===== src/rtl/axi_pkg.sv =====
// Shared AXI constants and the burst-master FSM state encoding.
//   BURST_INCR     : AXI burst type for incrementing bursts
//   RESP_*         : AXI response codes used by the master
//   CACHE_DEFAULT  : normal non-cacheable bufferable
//   state_t        : burst-master FSM states
package axi_pkg;

  localparam logic [1:0] BURST_INCR    = 2'b01;
  localparam logic [1:0] RESP_OKAY     = 2'b00;
  localparam logic [1:0] RESP_SLVERR   = 2'b10;
  localparam logic [3:0] CACHE_DEFAULT = 4'b0011;

  typedef enum logic [2:0] {
    S_IDLE    = 3'd0,
    S_WRITE   = 3'd1,
    S_WR_RESP = 3'd2,
    S_READ    = 3'd3,
    S_DONE    = 3'd4
  } state_t;

endpackage


===== src/rtl/axi_burst_master.sv =====
// AXI4 single-burst initiator. A command (addr, len, write) starts one INCR
// burst; write beats stream in on wr_*, read beats stream out on rd_*, and a
// one-cycle done pulse reports the final response before the next command.
//
// Ports:
//   clk, rst             clock, synchronous active-high reset
//   cmd_*                command handshake (addr, len = beats-1, write flag)
//   wr_*                 write beat stream into the burst
//   rd_*                 read beat stream out of the burst (rd_last on final beat)
//   done_*               completion pulse with direction and response
//   m_axi_aw/w/b/ar/r*   AXI4 master port
//   dbg_state            current FSM state
//
// Handshakes: every valid/ready pair transfers on a rising edge where both are
// high; a valid, once raised, holds (with stable payload) until its ready.
module axi_burst_master
  import axi_pkg::*;
#(
  parameter int DATA_WIDTH = 32,
  parameter int ADDR_WIDTH = 16,
  parameter int STRB_WIDTH = DATA_WIDTH / 8,
  parameter int ID_WIDTH   = 8,
  parameter int AXI_ID     = 0
) (
  input  logic                  clk,
  input  logic                  rst,
  input  logic [ADDR_WIDTH-1:0] cmd_addr,
  input  logic [7:0]            cmd_len,
  input  logic                  cmd_write,
  input  logic                  cmd_valid,
  output logic                  cmd_ready,
  input  logic [DATA_WIDTH-1:0] wr_data,
  input  logic [STRB_WIDTH-1:0] wr_strb,
  input  logic                  wr_valid,
  output logic                  wr_ready,
  output logic [DATA_WIDTH-1:0] rd_data,
  output logic                  rd_last,
  output logic                  rd_valid,
  input  logic                  rd_ready,
  output logic                  done_valid,
  output logic                  done_write,
  output logic [1:0]            done_resp,
  output logic [ID_WIDTH-1:0]   m_axi_awid,
  output logic [ADDR_WIDTH-1:0] m_axi_awaddr,
  output logic [7:0]            m_axi_awlen,
  output logic [2:0]            m_axi_awsize,
  output logic [1:0]            m_axi_awburst,
  output logic                  m_axi_awlock,
  output logic [3:0]            m_axi_awcache,
  output logic [2:0]            m_axi_awprot,
  output logic                  m_axi_awvalid,
  input  logic                  m_axi_awready,
  output logic [DATA_WIDTH-1:0] m_axi_wdata,
  output logic [STRB_WIDTH-1:0] m_axi_wstrb,
  output logic                  m_axi_wlast,
  output logic                  m_axi_wvalid,
  input  logic                  m_axi_wready,
  input  logic [ID_WIDTH-1:0]   m_axi_bid,
  input  logic [1:0]            m_axi_bresp,
  input  logic                  m_axi_bvalid,
  output logic                  m_axi_bready,
  output logic [ID_WIDTH-1:0]   m_axi_arid,
  output logic [ADDR_WIDTH-1:0] m_axi_araddr,
  output logic [7:0]            m_axi_arlen,
  output logic [2:0]            m_axi_arsize,
  output logic [1:0]            m_axi_arburst,
  output logic                  m_axi_arlock,
  output logic [3:0]            m_axi_arcache,
  output logic [2:0]            m_axi_arprot,
  output logic                  m_axi_arvalid,
  input  logic                  m_axi_arready,
  input  logic [ID_WIDTH-1:0]   m_axi_rid,
  input  logic [DATA_WIDTH-1:0] m_axi_rdata,
  input  logic [1:0]            m_axi_rresp,
  input  logic                  m_axi_rlast,
  input  logic                  m_axi_rvalid,
  output logic                  m_axi_rready,
  output state_t                dbg_state
);

  localparam logic [2:0]            AXSIZE    = 3'($clog2(STRB_WIDTH));
  localparam logic [ADDR_WIDTH-1:0] ALIGN_MSK = ~ADDR_WIDTH'(STRB_WIDTH - 1);
  localparam logic [ID_WIDTH-1:0]   ID_CONST  = ID_WIDTH'(AXI_ID);

  state_t                r_state;
  state_t                w_next;
  logic [ADDR_WIDTH-1:0] r_addr;
  logic [7:0]            r_len;
  logic                  r_write;
  logic [7:0]            r_cnt;
  logic [1:0]            r_resp;
  logic                  r_aw_done;
  logic                  r_ar_done;
  logic                  r_w_done;   // last W beat sent while AW still pending

  logic w_cmd_fire;
  logic w_aw_fire;
  logic w_w_fire;
  logic w_ar_fire;
  logic w_r_fire;
  logic w_cnt_last;
  logic w_unused;

  assign w_cmd_fire = cmd_valid && cmd_ready;
  assign w_aw_fire  = m_axi_awvalid && m_axi_awready;
  assign w_w_fire   = m_axi_wvalid && m_axi_wready;
  assign w_ar_fire  = m_axi_arvalid && m_axi_arready;
  assign w_r_fire   = m_axi_rvalid && m_axi_rready;
  assign w_cnt_last = (r_cnt == r_len);
  assign w_unused   = ^{m_axi_bid, m_axi_rid};

  // State register
  always_ff @(posedge clk) begin
    if (rst) r_state <= S_IDLE;
    else     r_state <= w_next;
  end

  // Next-state logic
  always_comb begin
    w_next = r_state;
    case (r_state)
      S_IDLE:    if (cmd_valid) w_next = cmd_write ? S_WRITE : S_READ;
      S_WRITE:   if ((r_w_done || (w_w_fire && w_cnt_last)) &&
                     (r_aw_done || w_aw_fire))
                   w_next = S_WR_RESP;
      S_WR_RESP: if (m_axi_bvalid) w_next = S_DONE;
      S_READ:    if (w_r_fire && w_cnt_last) w_next = S_DONE;
      S_DONE:    w_next = S_IDLE;
      default:   w_next = S_IDLE;
    endcase
  end

  // Output logic
  always_comb begin
    cmd_ready     = (r_state == S_IDLE);
    dbg_state     = r_state;

    m_axi_awid    = ID_CONST;
    m_axi_awaddr  = r_addr;
    m_axi_awlen   = r_len;
    m_axi_awsize  = AXSIZE;
    m_axi_awburst = BURST_INCR;
    m_axi_awlock  = 1'b0;
    m_axi_awcache = CACHE_DEFAULT;
    m_axi_awprot  = 3'b000;
    m_axi_awvalid = (r_state == S_WRITE) && !r_aw_done;

    m_axi_wdata   = wr_data;
    m_axi_wstrb   = wr_strb;
    m_axi_wlast   = w_cnt_last;
    m_axi_wvalid  = (r_state == S_WRITE) && !r_w_done && wr_valid;
    wr_ready      = (r_state == S_WRITE) && !r_w_done && m_axi_wready;

    m_axi_bready  = (r_state == S_WR_RESP);

    m_axi_arid    = ID_CONST;
    m_axi_araddr  = r_addr;
    m_axi_arlen   = r_len;
    m_axi_arsize  = AXSIZE;
    m_axi_arburst = BURST_INCR;
    m_axi_arlock  = 1'b0;
    m_axi_arcache = CACHE_DEFAULT;
    m_axi_arprot  = 3'b000;
    m_axi_arvalid = (r_state == S_READ) && !r_ar_done;

    // R is only opened to the stream once the address phase is accepted
    m_axi_rready  = (r_state == S_READ) && r_ar_done && rd_ready;
    rd_valid      = (r_state == S_READ) && r_ar_done && m_axi_rvalid;
    rd_data       = m_axi_rdata;
    rd_last       = w_cnt_last;

    done_valid    = (r_state == S_DONE);
    done_write    = r_write;
    done_resp     = r_resp;
  end

  // Burst context, beat counter and response tracking
  always_ff @(posedge clk) begin
    if (rst) begin
      r_addr    <= '0;
      r_len     <= '0;
      r_write   <= 1'b0;
      r_cnt     <= '0;
      r_resp    <= RESP_OKAY;
      r_aw_done <= 1'b0;
      r_ar_done <= 1'b0;
      r_w_done  <= 1'b0;
    end else begin
      if (w_cmd_fire) begin
        r_addr    <= cmd_addr & ALIGN_MSK;
        r_len     <= cmd_len;
        r_write   <= cmd_write;
        r_cnt     <= '0;
        r_resp    <= RESP_OKAY;
        r_aw_done <= 1'b0;
        r_ar_done <= 1'b0;
        r_w_done  <= 1'b0;
      end
      if (w_aw_fire) r_aw_done <= 1'b1;
      if (w_ar_fire) r_ar_done <= 1'b1;
      if (w_w_fire) begin
        // len = 255 wraps the counter to 0 after the final beat; harmless
        r_cnt <= r_cnt + 8'd1;
        if (w_cnt_last) r_w_done <= 1'b1;
      end
      if ((r_state == S_WR_RESP) && m_axi_bvalid) r_resp <= m_axi_bresp;
      if (w_r_fire) begin
        r_cnt <= r_cnt + 8'd1;
        // A framing error overrides any earlier slave error code
        if (m_axi_rlast != w_cnt_last)
          r_resp <= RESP_SLVERR;
        else if ((m_axi_rresp != RESP_OKAY) && (r_resp == RESP_OKAY))
          r_resp <= m_axi_rresp;
      end
    end
  end

endmodule


===== config.mk =====
export PLATFORM = sky130hd
export DESIGN_NAME = axi_burst_master
export DESIGN_NICKNAME = d
export VERILOG_FILES = /design/src/rtl/axi_pkg.sv /design/src/rtl/axi_burst_master.sv
export SDC_FILE = /design/constraint.sdc
export NUM_CORES = 1
export LEC_CHECK = 0
export BUFFER_PORTS_ARGS = -buffer_cell sky130_fd_sc_hd__buf_4
export CAP_MARGIN = 20
export CELL_PAD_IN_SITES_DETAIL_PLACEMENT = 0
export CELL_PAD_IN_SITES_GLOBAL_PLACEMENT = 2
export CORE_MARGIN = 2
export CORE_UTILIZATION = 16
export DETAILED_ROUTE_END_ITERATION = 10
export PLACE_DENSITY_LB_ADDON = 0.1
export SYNTH_ARGS = -nofsm -noshare
export SYNTH_HDL_FRONTEND = slang
export SYNTH_SLANG_ARGS = --single-unit

===== constraint.sdc =====
create_clock -name clk -period 2.1 [get_ports clk]
set_input_delay 0.105 -clock clk [delete_from_list [all_inputs] [get_ports clk]]
set_output_delay 0.105 -clock clk [all_outputs]
set_load 0.1 [all_outputs]

# After elaboration in Yosys (flattened, before gate mapping)
# Index checks and enable logic that the tools add are counted.
# W data, S select, Z words.
# word_totals
in_bits,124
regBits,39
# classes
addsub,1
n_reduce_logical,30
eq_ne,10
muxes,20
# ops
operator,n
$mux W8,3
$logic_and A1 B1 Y1,18
$mux W2,6
$mux W3,4
$pmux W3 S4,1
$add A8 B1 Y8 const B,1
$eq A8 B8 Y1,1
$ne A2 B2 Y1 const B,4
$eq A3 B2 Y1 const B,2
$mux W1,6
$reduce_bool A2 Y1,3
$reduce_and A4 Y1,1
$eq A3 B1 Y1 const B,1
$eq A3 B3 Y1 const B,1
$logic_not A1 Y1,3
$logic_not A3 Y1,1
$reduce_bool A3 Y1,1
$logic_not A2 Y1,1
$logic_or A1 B1 Y1,2
$ne A1 B1 Y1,1

# Longest topological paths before layout
# Gate-level depths: netlist (run 1).
# depth
ltp_word,9
depth_mapped,7

# Least setup slack after synthesis (run 1)
# Ideal clock, no wire load.
# synth_path
kind,register to register
from,"register r_state[2], in the netlist dbg_state[2]"
to,register r_aw_done
setup_time_ps,128
slack_ps,-2271
stages_incl_launch_ff,7
period_less_slack_ps,4371
arrival_ps,4243
path_cell_list,dfxtp_1 -> buf_2 -> nor3_1 -> nand2_1 -> clkbuf_1 -> a22oi_1 -> nor2_1
# synth_between
elab_cells_between_ends,7
classes_between,1 x eq/ne; 1 x mux; 5 x reduce/logical
# synth_rtl
element,line_no,source
from (decl),axi_burst_master.sv:85,state_t r_state;
from (signal assigned),axi_burst_master.sv:115,else r_state <= w_next;
$logic_not A3 Y1,axi_burst_master.sv:135,cmd_ready = (r_state == S_IDLE);
net cmd_ready,axi_burst_master.sv:31,"output logic cmd_ready,"
$logic_and A1 B1 Y1,axi_burst_master.sv:104,assign w_cmd_fire = cmd_valid && cmd_ready;
$reduce_bool A2 Y1 (no line),n/a,
to (signal assigned),axi_burst_master.sv:185,r_aw_done <= 1'b0;
to (signal assigned),axi_burst_master.sv:195,r_aw_done <= 1'b0;
to (signal assigned),axi_burst_master.sv:199,if (w_aw_fire) r_aw_done <= 1'b1;
to (decl),axi_burst_master.sv:92,logic r_aw_done;
# The timed path passes the listed nets, and every way through them passes these cells.
# A chain may end at the register's enable or synchronous reset.

# Final worst setup path (run 1)
# layout_path
from,register r_cnt[3]
to,output port rd_last
# layout_between
elab_chain_cells,1
# layout_rtl
element,line_no,source
from (decl),axi_burst_master.sv:90,logic [7:0] r_cnt;
from (signal assigned),axi_burst_master.sv:203,r_cnt <= r_cnt + 8'd1;
from (signal assigned),axi_burst_master.sv:208,r_cnt <= r_cnt + 8'd1;
$eq A8 B8 Y1,axi_burst_master.sv:109,assign w_cnt_last = (r_cnt == r_len);
to (decl),axi_burst_master.sv:37,"output logic rd_last,"
# No other way between the ends.

==> flow_metrics.tcl, run 1 <==
set metrics [dict create \
    ys_warn_count 0 \
    clk_pin_slew_worst_paths_ns 0.06 \
    min_from "cmd_len[4]" \
    start_util_pct 16.2 \
    path_buf_inv 3 \
    cts_buffers 5 \
    drt-pass1-iter-count 4 \
    fin_crit_ns 1.91 \
    required_ns 2.00 \
    dieArea_um2 19100 \
    r2r_end "r_cnt[6]$_SDFFE_PP0P_" \
    cts_tree "built" \
    fmax_mhz 525 \
    synth.cell_area_um2 2880 \
    layout-drive-gt1-share_pct 38.3 \
    whs_ns 0.0538 \
    tns_ns 0 \
    clk_path_buf_depth 2 \
    die_y_um 138 \
    io_pins 299 \
    startpoint_type "flop" \
    utilization_pct 18.4 \
    maxCapViolCount 0 \
    ctsHtreeMaxLevel 2 \
    crit_chain "xor2_1 > nor4_4 > nand2_2 > buf_4 > clkinvlp_4 > buf_4" \
    status "complete, no violations" \
    syn_area_per_cell_um2 7.87 \
    final_net_count 500 \
    overflow 0 \
    crit_slowest_cell "dfxtp_1" \
    cts-resized-gates 0 \
    hold_depth 3 \
    hold_end "m_axi_arlen[4]$_SDFFE_PP0P_" \
    detailroute.via_count 2149 \
    syn_to_final_growth_pct 14.0 \
    drc 0 \
    syn_inst 366 \
    slew_violations 0 \
    reg2reg_from "dbg_state[1]$_SDFFE_PP0P_" \
    hold_buffers 0 \
    min_path_type "in -> reg" \
    io_buffers 98 \
    arrival_ns 1.80 \
    wl_per_cell_um 13.1 \
    clock_latency_ns 0.29 \
    ys_seq_elements 39 \
    dieWidth_um 138 \
    endpoint_kind "output port" \
    ys.flop_type "dfxtp_1" \
    ys_top_cells_by_area "buf_4 36%, dfxtp_1 27%, nand2_1 7.7%, a21oi_1 5.0%, xor2_1 3.0%" \
    ir_drop_uv 1260 \
    power_leakage_uw 0.00146 \
    grt_pass1_vias 2071 \
    yosys.area.top_type_share_pct 36.0 \
    skew_ns 0.00645 \
    ys_seq_area_share_pct 27.1 \
    postCtsSetupRepairBufs 0 \
    place.gp.congestion 0.690 \
    diodes 0 \
    grt_max_degree 41 \
    reg2reg_slack_ns 0.29 \
    fillerInstances 2041 \
    cellPowerDensity_nw_per_um2 1730 \
    post-route-period-util_pct 90.8 \
    setup_viol 0 \
    crit_path_max_fanout 5 \
    cpPeakStageDelay_ns 0.36 \
    worst-setup-path-type "reg -> out" \
    hold_violations 0 \
    antenna_found_initial 0 \
    r2r_cells 5 \
    clock-sinks 39 \
    num_rows 49 \
    dp.final_hpwl_mm 5.79 \
    crit_top_cell "buf_4" \
    synth_edf_count 0 \
    maxSlewHeadroom_pct 63.7 \
    grtUsageTotal_pct 8.09 \
    crit_family "buffers and inverters" \
    synth_most_common_cell "buf_4" \
    worstMarginPinSlew_ns 0.544 \
    netlist_top_cells_count "138 x buf_4, 59 x nand2_1, 39 x dfxtp_1, 29 x a21oi_1, 14 x nor2_1" \
    yosysUniqueCellTypes 46 \
    grt_pass1_wl_mm 12.0 \
    yosysTopAreaCell "buf_4" \
    routed_wl_mm 7.93 \
    rsz0062_at_grt "no" \
    drtAntennaViolNets 0 \
    cts_root_buf "clkbuf_16" \
    drt_iter0_drc 48 \
    vias_per_cell 3.55 \
    coreArea_um2 17800 \
    async_reset_ff_share_pct 0 \
]
==> layout by cell type, fill, tap and decap left out, types with 3 or more instances in the layout <==
| cell | count |
|---|---|
| conb_1 | 46 |
| a311oi_1 | 3 |
| o21ai_0 | 3 |
| xor2_1 | 10 |
| nand2_1 | 58 |
| and2_1 | 4 |
| a211oi_1 | 4 |
| dfxtp_4 | 7 |
| nand3_1 | 5 |
| clkbuf_16 | 5 |
| dfxtp_2 | 4 |
| a21oi_1 | 28 |
| nor2_1 | 11 |
| buf_4 | 107 |
| nor3_1 | 5 |
| dfxtp_1 | 28 |
==> power breakdown <==
group          internal (uW)  total, uW  switching [uW]
clock network            443        776             333
logic                    755       3850            3090
registers                887       1060             175
==> worst max-delay path by stage <==
stage | endpoint | slack (ns) | cells after the start | startpoint
6_report | rd_last | 0.19 | 6 | r_cnt[3]$_SDFFE_PP0P_
4_1_cts | rd_last | 0.14 | 6 | r_cnt[3]$_SDFFE_PP0P_
5_1_grt | rd_last | 0.07 | 6 | r_cnt[3]$_SDFFE_PP0P_
3_5_place_dp | r_cnt[6]$_SDFFE_PP0P_ | 0.29 | 5 | dbg_state[2]$_SDFFE_PP0P_
3_3_place_gp | r_cnt[6]$_SDFFE_PP0P_ | 0.27 | 5 | dbg_state[2]$_SDFFE_PP0P_
2_1_floorplan | r_cnt[2]$_SDFFE_PP0P_ | -0.14 | 6 | dbg_state[1]$_SDFFE_PP0P_
==> metrics by stage <==
| step | worst slack (ns) | instance area, um^2 | instances | total power [uW] |
|---|---|---|---|---|
| after floorplan | -0.143 | 3180 | 410 | 5040 |
| after global placement | 0.271 | 3150 | 597 | 4980 |
| after detailed placement | 0.286 | 3150 | 597 | 4980 |
| after CTS | 0.138 | 3280 | 605 | 5820 |
| after global routing | 0.0665 | 3280 | 605 | 5970 |
| final | 0.194 | 3280 | 605 | 5690 |
==> tightest hold or removal path, stage by stage <==
cell	delay, ns
buf_4	0.11
nand2_1	0.04
a21oi_1	0.05
==> final cells by class <==
cell class	count	area [um^2]	share of cell area, %
timing repair buffer	107	803	24.5
clock buffer	7	133	4.04
tap	229	287	8.72
sequential	39	812	24.7
clock inverter	1	6.26	0.190
inverter	2	11.3	0.343
multi-input combinational	220	1230	37.5
==> registers in the layout, indices dropped and copies added, names as in the netlist <==
signal	cells
m_axi_arlen	8
done_resp	2
r_aw_done	1
r_cnt	8
r_ar_done	1
m_axi_araddr	14
r_w_done	1
done_write	1
dbg_state	3
==> per-layer routing <==
layer  part of all wire, %  GRT usage (%)  wire length, um  vias to the layer above
met3                   8.7           3.22              692                       12
li1                      -              -                -                     1041
met2                    46           12.6             3650                      117
met1                    44           10.1             3480                      979
met4                   1.5           3.06              117                        0
met5                     0              0                0                        -
==> kinds of logic (layout without fill, tap and decap cells) <==
kind of cell	count (synthesis)	after routing	synth area share (%)
DFF	39	39	27.1
other	2	46	0.261
and+or+nand+nor	109	109	18.9
xor gates and xnor gates	11	11	3.34
muxes	1	1	0.391
adders and majority gates	1	1	0.434
AOI/OAI and AO/OA	52	52	11.7
buffers and inverters	151	117	37.8
(Power assumes the default switching activity.)
==> inputs of run 2 (changes only) <==
Settings changed: ABC_AREA from default to 1.
==> run 2 against run 1 <==
Net effect: clock power is 20% higher; global-route usage is 0.15 points higher; synthesized cell count is 11% higher; largest cell class unchanged; power is 11% higher; register-to-register slack hardly changed; cell count is 5.8% higher; die area is 1.3% lower; sequential power is 5% higher; core utilization is 0.30 points higher.
==> flow_metrics.tcl, run 2 <==
set metrics [dict create \
    clockPowerShare_pct 14.7 \
    detailroute.via_count 2183 \
    ys_warn_count 0 \
    pre_cts_slack_ns 0.234 \
    vias_per_cell 3.41 \
    start_util_pct 16.4 \
    yosysUniqueCellTypes 27 \
    r2r_cells 8 \
    synth_top_family_by_area "buffers and inverters" \
    synth.cell_area_um2 2840 \
    busiest_layer "met2" \
    cellPowerDensity_nw_per_um2 1950 \
    reg2reg_from "dbg_state[0]$_SDFFE_PP0P_" \
    ir_drop_uv 734 \
    antenna_found_initial 0 \
    netlist_top_cells_count "137 x buf_4, 52 x nand2_1, 52 x nor2_1, 39 x dfxtp_1, 28 x inv_1" \
    required_ns 2.00 \
    ys_top_cells_by_area "buf_4 36%, dfxtp_1 27%, nand2_1 6.9%, nor2_1 6.9%, o21ai_0 4.4%" \
    post-route-period-util_pct 86.7 \
    yosys.area.top_type_share_pct 36.2 \
    worst-setup-path-type "reg -> out" \
    grtUsageMet3_pct 3.05 \
    path_buf_inv 2 \
    skew_ns 0.00301 \
    crit_top_cell "nand2_1" \
    hold_buffers 0 \
    grtUsageTotal_pct 8.24 \
    combPwrFrac_pct 67.7 \
    dieArea_um2 18900 \
    crit_family "simple AND/OR/NAND/NOR gates" \
    drt-pass1-iter-count 4 \
    ys.flop_type "dfxtp_1" \
    ys_seq_elements 39 \
    io_pins 299 \
    ctsHtreeMaxLevel 2 \
    slew_violations 0 \
    maxCapViolCount 0 \
    async_reset_ff_share_pct 0 \
    synth_edf_count 0 \
    ys_seq_area_share_pct 27.5 \
    die_y_um 137 \
    drtAntennaViolNets 0 \
    final_net_count 539 \
    rsz0062_at_grt "no" \
    synthAdderAreaFrac_pct 0.440 \
    drt_iter0_drc 60 \
    reg2reg_slack_ns 0.30 \
    utilization_pct 18.7 \
    fin_crit_ns 1.82 \
    fillerInstances 1983 \
    worstMarginPinSlew_ns 0.673 \
    cpPeakStageDelay_ns 0.42 \
    grt_max_degree 35 \
    r2r_end "done_resp[0]$_SDFF_PP0_" \
    io_buffers 98 \
    crit_chain "nand2_1 > nand2_1 > nand2_1 > nor2_1 > nand2_1 > clkinvlp_4 > buf_4" \
    cts_buffers 5 \
    largest_register_ffs 14 \
    routed_wl_mm 7.89 \
    setup_viol 0 \
    diodes 0 \
    overflow 0 \
    synth_most_common_cell "buf_4" \
    startpoint_type "flop" \
    syn_area_per_cell_um2 6.99 \
    synthSimpleGateAreaFrac_pct 19.8 \
    ff_latch_area_um2 797 \
    grtUsageMet2_pct 12.8 \
    yosysTopAreaCell "buf_4" \
    grt_pass1_vias 2091 \
    endpoint_kind "output port" \
    num_rows 48 \
    fmax_mhz 549 \
    synth_xor_area_share_pct 1.23 \
    hold_depth 3 \
    clock-sinks 39 \
    dieWidth_um 137 \
    min_path_type "in -> reg" \
    place.gp.congestion 0.660 \
    hold_violations 0 \
    min_from "cmd_addr[13]" \
    grt_use_met1_pct 10.5 \
    dp.final_hpwl_mm 5.79 \
    power_leakage_uw 0.00152 \
    clk_path_buf_depth 2 \
    grt_pass1_wl_mm 11.7 \
    setup_slack_ns 0.278 \
    cts_root_buf "clkbuf_16" \
    syn_to_final_growth_pct 14.2 \
    wl_per_cell_um 12.3 \
    crit_path_max_fanout 6 \
    syn_inst 407 \
    tns_ns 0 \
    clock_latency_ns 0.29 \
    layout-drive-gt1-share_pct 33.5 \
    mostFrequentLayoutCell "buf_4" \
    cts-resized-gates 0 \
    power.total_uw 6330 \
    swShare_pct 64.8 \
    cts_tree "built" \
    cellInternalPower_uw 2230 \
    clk_pin_slew_worst_paths_ns 0.06 \
    postCtsSetupRepairBufs 0 \
    multi_input_area_um2 1100 \
    drc 0 \
    status "complete, no violations" \
    synth-compound-area-share_pct 9.19 \
    layout_common_cells "100 x buf_4, 52 x nand2_1, 48 x nor2_1, 46 x conb_1, 28 x dfxtp_1" \
    hold_end "m_axi_araddr[13]$_SDFFE_PP0P_" \
    synthMuxAreaShare_pct 0 \
    coreArea_um2 17400 \
    arrival_ns 1.72 \
    switchingPower_uw 4110 \
    maxSlewHeadroom_pct 55.1 \
    seqPwrFrac_pct 17.6 \
    crit_slowest_cell "dfxtp_1" \
]
-- run 2: cell count changes in the layout (fill, tap and decap cells not counted), moves of 7 or more --
cell,change
nor2_1,+37
nand3_1,+7
buf_4,-7
inv_1,+26
xor2_1,-9
a21oi_1,-9
o21ai_0,+22
-- run 2: cell type report --
type / count / share of cell area [%]
Clock buffer: 6 / 4.28
Clock inverter: 2 / 1.08
Inverter: 33 / 3.93
Multi-Input combinational cell: 234 / 33.8
Sequential cell: 39 / 24.5
Tap cell: 225 / 8.67
Timing Repair Buffer: 101 / 23.7
-- run 2: per-stage QoR --
| step | hold slack [ns] | std cells | instance area [um^2] |
|---|---|---|---|
| floorplan | 0.240 | 451 | 3080 |
| global placement | 0.211 | 632 | 3070 |
| detailed placement | 0.211 | 632 | 3070 |
| CTS | 0.0296 | 640 | 3250 |
| global route | 0.0276 | 640 | 3250 |
| finish | 0.0345 | 640 | 3250 |
-- run 2: worst register-to-register path: cells and delay by family (launching register included) --
kind,cells,cell delay [ns]
DFF,1,0.46
buffers and inverters,2,0.60
and+or+nand+nor,4,0.41
AOI/OAI and AO/OA,2,0.28
-- run 2: power groups by stage --
stage | Clock (uW) | Sequential, uW | Combinational [uW]
detailed placement | 0 | 1130 | 4330
CTS | 981 | 1120 | 4340
finish | 932 | 1110 | 4290
global placement | 0 | 1130 | 4350
floorplan | 0 | 2190 | 3270
global route | 1010 | 1150 | 4470
-- run 2: layer usage --
metal  share of wire [%]  up-vias  wire, um
met5                   0        -         0
met4                 1.3        0        99
met3                 9.4       17       741
met2                  46       98      3610
met1                  44      968      3440
li1                    -     1100         -
-- run 2: worst max path at each step --
stage / end / startpoint / cells after the start
6_report: m_axi_wlast / r_cnt[0]$_SDFFE_PP0P_ / 7
3_3_place_gp: done_resp[0]$_SDFF_PP0_ / dbg_state[0]$_SDFFE_PP0P_ / 8
2_1_floorplan: rd_last / m_axi_arlen[1]$_SDFFE_PP0P_ / 8
3_5_place_dp: done_resp[0]$_SDFF_PP0_ / dbg_state[0]$_SDFFE_PP0P_ / 8
4_1_cts: m_axi_wlast / r_cnt[0]$_SDFFE_PP0P_ / 7
5_1_grt: done_resp[0]$_SDFF_PP0_ / dbg_state[0]$_SDFFE_PP0P_ / 8
-- run 2: kinds of logic after synthesis --
logic type | count (synthesis)
compound gates | 51
xor+xnor | 4
fa+ha+maj | 1
buf+inv | 178
flops | 39
other cells | 2
simple gates | 132
==> inputs of run 3 (changes only) <==
Settings changed: SETUP_SLACK_MARGIN from default to 0.3.
==> run 3 against run 2 <==
Net effect: routed wire length down 4.4%; sequential share of layout area rose by 0.72 points; clock skew grew 0.0040 ns; maximum frequency rose by 9.7%; global-route usage down 0.40 points; via count fell by 0.69%; core utilization rose by 0.065 points; hold slack worse by 0.0013 ns; die area is the same; largest power group unchanged.
==> flow_metrics.tcl, run 3 (synthesized netlist as in run 2, its figures left out) <==
set metrics [dict create \
    status "complete, no violations" \
    reg2reg_from "dbg_state[2]$_SDFFE_PP0P_" \
    seqPwrFrac_pct 18.3 \
    crit_family "flip-flops" \
    syn_to_final_growth_pct 14.6 \
    cts_tree "built" \
    coreArea_um2 17400 \
    layout-drive-gt1-share_pct 35.7 \
    fillerInstances 1983 \
    hold_violations 0 \
    start_util_pct 16.4 \
    num_rows 48 \
    cts_buffers 5 \
    switchingPower_uw 4110 \
    overflow 0 \
    final_net_count 539 \
    detailroute.via_count 2168 \
    combPwrFrac_pct 69.4 \
    crit_slowest_cell "dfxtp_1" \
    io_buffers 98 \
    clockPowerShare_pct 12.3 \
    hold_buffers 0 \
    dieArea_um2 18900 \
    ir_drop_uv 987 \
    mostFrequentLayoutCell "buf_4" \
    worst-setup-path-type "reg -> out" \
    layout_common_cells "98 x buf_4, 50 x nand2_1, 46 x conb_1, 45 x nor2_1, 27 x dfxtp_1" \
    endpoint_kind "output port" \
    swShare_pct 65.9 \
    clk_path_buf_depth 2 \
    fin_crit_ns 1.66 \
    path_buf_inv 2 \
    utilization_pct 18.8 \
    startpoint_type "flop" \
    routed_wl_mm 7.54 \
    dp.final_hpwl_mm 5.62 \
    vias_per_cell 3.39 \
    drtAntennaViolNets 0 \
    diodes 0 \
    ctsHtreeMaxLevel 2 \
    arrival_ns 1.55 \
    crit_path_max_fanout 6 \
    cellPowerDensity_nw_per_um2 1910 \
    maxCapViolCount 0 \
    drt_iter0_drc 66 \
    grt_pass1_vias 2017 \
    grt_pass1_wl_mm 11.0 \
    cts_root_buf "clkbuf_16" \
    die_y_um 137 \
    min_path_type "in -> reg" \
    antenna_found_initial 0 \
    clock-sinks 39 \
    power_leakage_uw 0.00151 \
    clock_latency_ns 0.29 \
    setup_viol 0 \
    critPathLaunch "r_cnt[2]$_SDFFE_PP0P_" \
    grt_max_degree 24 \
    grtUsageTotal_pct 7.84 \
    wl_per_cell_um 11.8 \
    slew_violations 0 \
    skew_ns 0.00697 \
    place.gp.congestion 0.663 \
    cellInternalPower_uw 2130 \
    drt-pass1-iter-count 4 \
    min_from "cmd_addr[4]" \
    tns_ns 0 \
    required_ns 2.00 \
    clk_pin_slew_worst_paths_ns 0.06 \
    cpPeakStageDelay_ns 0.43 \
    crit_chain "xnor2_1 > nand2_1 > nor2_2 > nand2_2 > clkinvlp_4 > buf_6" \
    drc 0 \
    largest_register_ffs 14 \
    fmax_mhz 602 \
    io_pins 299 \
    post-route-period-util_pct 79.0 \
    dieWidth_um 137 \
    rsz0062_at_grt "no" \
]
## run 3: what timing repair did
| action | in CTS | in global routing |
|---|---|---|
| setup buffers | 0 | 0 |
| endpoints found under the setup margin | 0 | 7 |
| resized for setup | 0 | 8 |
## run 3: worst paths after layout
path / to / slack (ns) / cells past startpoint
min reg2reg: r_cnt[7]$_SDFFE_PP0P_ / 0.49 / 2
min: m_axi_araddr[4]$_SDFFE_PP0P_ / 0.03 / 3
max: rd_last / 0.44 / 6
max reg2reg: r_cnt[7]$_SDFFE_PP0P_ / 0.53 / 10
## run 3: cell type report
type | count | area, um^2 | share of cell area, %
Multi-Input combinational cell | 234 | 1110 | 34.2
Sequential cell | 39 | 823 | 25.3
Timing Repair Buffer | 101 | 769 | 23.6
Tap cell | 225 | 282 | 8.64
Clock buffer | 7 | 133 | 4.07
Inverter | 33 | 133 | 4.07
Clock inverter | 1 | 5.00 | 0.154
## run 3: worst min-delay path: stages
cell and delay [ns]:
buf_4 0.08, nor2_1 0.03, nor2_1 0.08
## run 3: power groups by stage
stage	Clock, uW	Sequential (uW)	Combinational, uW
after floorplan	0	2220	3320
after global placement	0	1160	4350
after detailed placement	0	1160	4340
after CTS	828	1150	4340
after global routing	846	1190	4510
final	764	1140	4330
## run 3: through the flow
stage	total power, uW	std cells	hold WS (ns)	cell area, um^2	setup WS (ns)
finish	6240	640	0.0332	3260	0.440
global route	6540	640	0.0285	3260	0.302
CTS	6320	640	0.0161	3240	0.333
detailed placement	5500	632	0.211	3100	0.429
global placement	5510	632	0.211	3100	0.419
floorplan	5540	451	0.239	3130	0.297
## run 3: layer usage
metal  routed length (um)  share of wire [%]  global-route usage, %
met3                  650                8.6                   2.83
met2                 3340                 44                   11.8
met4                  161                2.1                   4.07
met5                    0                  0                      0
met1                 3390                 45                   9.74
